[src/rtl/cpu_ctrl_pkg.sv]
// Shared definitions for the multicycle CPU control path: arbiter state
// encoding, IorD address-mux codes and the legal memory latency range.
package cpu_ctrl_pkg;

  typedef enum logic [2:0] {
    StIdle   = 3'd0,
    StRdWait = 3'd1,
    StRdCap  = 3'd2,
    StWr     = 3'd3
  } arb_state_e;

  localparam logic [2:0] IORD_PC     = 3'b000;
  localparam logic [2:0] IORD_ALUOUT = 3'b001;

  localparam int unsigned MemLatMin = 1;
  localparam int unsigned MemLatMax = 7;

endpackage

[src/rtl/mem_lat_counter.sv]
// 3-bit loadable down-counter that times the memory read latency.
module mem_lat_counter
  import cpu_ctrl_pkg::*;
(
  input  logic       clk,
  input  logic       reset,
  input  logic       i_load,
  input  logic [2:0] i_load_val,
  input  logic       i_dec,
  output logic       o_zero
);

  logic [2:0] r_cnt;

  // Load has priority; decrement saturates at zero.
  always_ff @(posedge clk or posedge reset) begin
    if (reset) begin
      r_cnt <= 3'd0;
    end else if (i_load) begin
      r_cnt <= i_load_val;
    end else if (i_dec && (r_cnt != 3'd0)) begin
      r_cnt <= r_cnt - 3'd1;
    end
  end

  // Zero flag straight from the register.
  always_comb begin
    o_zero = (r_cnt == 3'd0);
  end

endmodule

[src/rtl/mem_port_arbiter.sv]
// Shares the unified instruction/data memory between the fetch path and the
// load/store path. Round-robin arbitration in IDLE, fixed read latency hidden
// behind a level-request / pulse-acknowledge handshake. All outputs are Moore.
module mem_port_arbiter
  import cpu_ctrl_pkg::*;
#(
  parameter int unsigned MEM_LAT = 1
) (
  input  logic       clk,
  input  logic       reset,
  input  logic       if_req,
  input  logic       d_req,
  input  logic       d_we,
  output logic [2:0] IorD,
  output logic       MemWrite,
  output logic       Load_IR,
  output logic       Load_MDR,
  output logic       if_ack,
  output logic       d_ack,
  output logic       busy,
  output logic [2:0] state
);

  generate
    if ((MEM_LAT < MemLatMin) || (MEM_LAT > MemLatMax)) begin : g_bad_lat
      $error("mem_port_arbiter: MEM_LAT out of range 1..7");
    end
  endgenerate

  localparam logic [2:0] LatLoad = 3'(MEM_LAT - 1);

  arb_state_e r_state;
  arb_state_e w_state_next;
  logic       r_gnt_data;   // granted requester of the current transaction
  logic       r_last_data;  // last grant went to data; resets to data so fetch wins first tie
  logic       w_grant;
  logic       w_grant_data;
  logic       w_cnt_zero;
  logic [2:0] w_sel;

  mem_lat_counter u_lat_cnt (
    .clk        (clk),
    .reset      (reset),
    .i_load     (w_grant),
    .i_load_val (LatLoad),
    .i_dec      (r_state == StRdWait),
    .o_zero     (w_cnt_zero)
  );

  // Next-state and arbitration decision.
  always_comb begin
    w_state_next = r_state;
    w_grant      = 1'b0;
    w_grant_data = (if_req && d_req) ? ~r_last_data : d_req;
    unique case (r_state)
      StIdle: begin
        if (if_req || d_req) begin
          w_grant      = 1'b1;
          w_state_next = (w_grant_data && d_we) ? StWr : StRdWait;
        end
      end
      StRdWait: begin
        if (w_cnt_zero) begin
          w_state_next = StRdCap;
        end
      end
      StRdCap:  w_state_next = StIdle;
      StWr:     w_state_next = StIdle;
      default:  w_state_next = StIdle;
    endcase
  end

  // State register plus grant bookkeeping captured on the grant edge.
  always_ff @(posedge clk or posedge reset) begin
    if (reset) begin
      r_state     <= StIdle;
      r_gnt_data  <= 1'b0;
      r_last_data <= 1'b1;
    end else begin
      r_state <= w_state_next;
      if (w_grant) begin
        r_gnt_data  <= w_grant_data;
        r_last_data <= w_grant_data;
      end
    end
  end

  // Moore output decode; reset forces IDLE so every output drops at once.
  always_comb begin
    w_sel    = r_gnt_data ? IORD_ALUOUT : IORD_PC;
    IorD     = IORD_PC;
    MemWrite = 1'b0;
    Load_IR  = 1'b0;
    Load_MDR = 1'b0;
    if_ack   = 1'b0;
    d_ack    = 1'b0;
    busy     = 1'b0;
    unique case (r_state)
      StIdle: begin
      end
      StRdWait: begin
        IorD = w_sel;
        busy = 1'b1;
      end
      StRdCap: begin
        IorD = w_sel;
        busy = 1'b1;
        if (r_gnt_data) begin
          Load_MDR = 1'b1;
          d_ack    = 1'b1;
        end else begin
          Load_IR = 1'b1;
          if_ack  = 1'b1;
        end
      end
      StWr: begin
        IorD     = w_sel;
        busy     = 1'b1;
        MemWrite = 1'b1;
        d_ack    = 1'b1;
      end
      default: begin
      end
    endcase
    state = r_state;
  end

endmodule

[config.mk]
export PLATFORM = sky130hd
export DESIGN_NAME = mem_port_arbiter
export DESIGN_NICKNAME = d
export VERILOG_FILES = /design/src/rtl/cpu_ctrl_pkg.sv /design/src/rtl/mem_lat_counter.sv /design/src/rtl/mem_port_arbiter.sv
export SDC_FILE = /design/constraint.sdc
export NUM_CORES = 1
export LEC_CHECK = 0
export ABC_CLOCK_PERIOD_IN_PS = 4050
export CORE_UTILIZATION = 30
export CTS_BUF_LIST = sky130_fd_sc_hd__clkbuf_2
export CTS_CLUSTER_DIAMETER = 150
export DETAILED_ROUTE_END_ITERATION = 10
export GPL_TIMING_DRIVEN = 1
export SYNTH_ARGS = -nofsm -noshare
export SYNTH_HDL_FRONTEND = slang
export SYNTH_SLANG_ARGS = --single-unit
export TNS_END_PERCENT = 30
[constraint.sdc]
create_clock -name clk -period 4.05 [get_ports clk]
set_clock_uncertainty 0.1 [all_clocks]
set_input_delay 0.405 -clock clk [delete_from_list [all_inputs] [get_ports clk]]
set_output_delay 0.405 -clock clk [all_outputs]
set_load 0.005 [all_outputs]
==> impl_metrics.py <==
metrics = {
    "placement": {
        "dp_slack_ns": 2.11,
        "dpl.cell_count": 70,
        "post_dp_cell_area_um2": 549,
        "hpwl_um": 566,
        "io_buffers": 13,
        "globalplace.congestion": 0.693,
    },
    "sta": {
        "period_needed_ns": 2.23,
        "hold_viol_final": 0,
        "timing.hold.ws_ns": 0.299,
        "fin_crit_sh_pct": 54.9,
        "fmax_mhz": 449,
        "fin_setup_tns_ns": 0,
        "finalMaxSlewViolations": 0,
        "rsz0062_at_grt": "no",
        "setup_viol": 0,
        "finalWorstSetupSlack_ns": 1.82,
    },
    "synth": {
        "synth_top_cell_by_area": "dfrtp_1",
        "yosysMostFrequentCell": "dfrtp_1",
        "async_flop_share_pct": 100,
        "mappedNetlistArea_um2": 423,
        "synth_common_cells": "dfrtp_1, inv_1, buf_4, o21ai_0, nor2_1",
        "synth-edff-count": 0,
        "synth_cell_type_count": 25,
        "ys_top_cells_by_area": "dfrtp_1, buf_4, dfstp_2, ha_1, o21ai_0",
        "ys_ff_latch": 7,
        "yosys_warnings": 0,
        "syn_area_per_cell_um2": 9.61,
        "ys.flop_type": "dfrtp_1",
        "yosysTopAreaCellShare_pct": 35.5,
        "syn_inst": 44,
        "ys_seq_area_share_pct": 41.7,
    },
    "critical_path": {
        "end_kind": "primary output",
        "cp_max_fo": 8,
        "reg2reg_from": "state[0]",
        "start_kind": "flop",
        "r2r_cells": 3,
        "arrival_ns": 1.72,
        "rr_endpoint": "r_gnt_data",
        "crit_type": "flop to primary output",
        "crit_required_ns": 3.54,
        "ff2ff_setup_slack_ns": 2.62,
    },
    "cts": {
        "holdBufCountCts": 0,
        "clock_sinks": 7,
        "ctsLongestPathBuffers": 2,
        "h-tree-depth": 1,
        "clockRootBuffer": "clkbuf_2",
        "ctsResizeCount": 0,
        "post-cts-setup-buffers": 0,
        "insertion_delay_ns": 0.23,
        "clk_transition_reported_paths_ns": 0.08,
        "cts_buffers": 3,
        "cts_tree": "built",
    },
    "layout": {
        "nNetsFinal": 67,
        "final_cells": 74,
        "syn_to_final_growth_pct": 34.6,
        "fillers": 138,
        "antennaDiodeCount": 0,
        "final_util_pct": 43.8,
        "finish.instance_area_um2": 569,
        "final_layout_size_suffix_gt1_share_pct": 13.6,
    },
    "route": {
        "routed_wirelength_um": 730,
        "ant_nets": 0,
        "drc": 0,
        "drtPass1Iterations": 2,
        "vias": 346,
        "routedWlPerCell_um": 9.86,
        "viasPerCell": 4.68,
        "first_iter_violations": 2,
    },
    "die": {
        "initial_utilization_pct": 32.5,
        "die_w_um": 39.5,
        "core_area_um2": 1300,
        "die-area_um2": 1560,
        "fp-row-count": 13,
        "ioPinCount": 17,
        "die_h_um": 39.5,
    },
    "global_route": {
        "grt_pass1_vias": 283,
        "grt_max_degree": 9,
        "gr-usage-all-layers_pct": 11.4,
        "grt_pass1_wl_um": 1160,
        "antenna_found_initial": 0,
        "grt_overflow": 0,
    },
    "outcome": {
        "status": "complete, no violations",
    },
    "job": {
        "maxCapViolations": 0,
    },
    "pwr": {
        "leakagePower_nw": 0.254,
        "total_power_uw": 388,
        "vdd_drop_max_v": 0.000261,
        "power.density_nw_per_um2": 682,
    },
    "min_path": {
        "hold_path.class": "input port to asynchronous set/reset pin",
    },
}
-- flip-flops by register name, summed over array words and instances, names as in the netlist --
name / flops
r_gnt_data: 1
state: 2
u_lat_cnt.r_cnt: 3
r_last_data: 1
-- cell usage in the layout (no fill, tap or decap) --
master | netlist | final
mux2i_1 | 1 | 1
inv_1 | 5 | 5
and3b_2 | 1 | 1
nor3b_1 | 1 | 1
o21a_1 | 1 | 1
ha_1 | 2 | 2
and2_2 | 1 | 1
and2_1 | 1 | 1
o221ai_1 | 1 | 1
a21oi_1 | 2 | 2
a31oi_1 | 1 | 1
nor2b_1 | 1 | 1
o41ai_1 | 1 | 1
a22o_1 | 1 | 1
nand2b_4 | 1 | 1
a21boi_0 | 1 | 1
dfstp_2 | 1 | 1
clkbuf_2 | 0 | 4
clkdlybuf4s50_1 | 0 | 13
conb_1 | 1 | 3
or3_1 | 1 | 1
nor2_1 | 3 | 3
a21boi_1 | 1 | 1
nor3_1 | 1 | 1
dfrtp_1 | 6 | 6
o21ai_0 | 4 | 4
-- cell type report --
type / count / area (um2) / share of cell area, %
Inverter: 5 / 18.8 / 3.30
Sequential cell: 7 / 176 / 31.0
Clock buffer: 4 / 20.0 / 3.52
Multi-Input combinational cell: 30 / 205 / 36.0
Tap cell: 15 / 18.8 / 3.30
Timing Repair Buffer: 13 / 130 / 22.9
-- cell families (layout without fill, tap and decap cells) --
group | after synthesis | after routing | share of synthesized area (%)
AO/OA/AOI/OAI | 13 | 13 | 20.1
buffers and inverters | 9 | 22 | 11.5
AND/OR/NAND/NOR | 11 | 11 | 17.5
other | 1 | 3 | 0.887
flip-flops | 7 | 7 | 41.7
adder cells (fa/ha/maj) | 2 | 2 | 5.92
multiplexers | 1 | 1 | 2.37
-- routing by layer --
layer | vias to the layer above | GRT usage (%) | routed length (um)
met4 | 0 | 0 | 0
met3 | 0 | 6.82 | 60
met1 | 155 | 13.3 | 341
met5 | - | 0 | 0
li1 | 176 | - | -
met2 | 15 | 18.9 | 327
-- critical path: stages, from the launching register on --
cell and delay (ns):
dfrtp_1 0.48, nor2_1 0.28, inv_1 0.13, and2_1 0.17
clkdlybuf4s50_1 0.43
-- power by group --
group,switching (mW),internal [mW],leakage (nW)
combinational,0.0807,0.121,0.149
clock,0.0254,0.0262,0.0166
sequential,0.0334,0.102,0.0878
total,0.140,0.249,0.254
-- worst max path at each step --
stage / startpoint / to / depth (start not counted)
after floorplan: state[0] / IorD[0] / 3
after global placement: state[0] / IorD[0] / 4
after detailed placement: state[0] / IorD[0] / 4
after CTS: state[0] / IorD[0] / 4
after global routing: state[0] / IorD[0] / 4
final: state[0] / IorD[0] / 4
(Power assumes the default switching activity.)
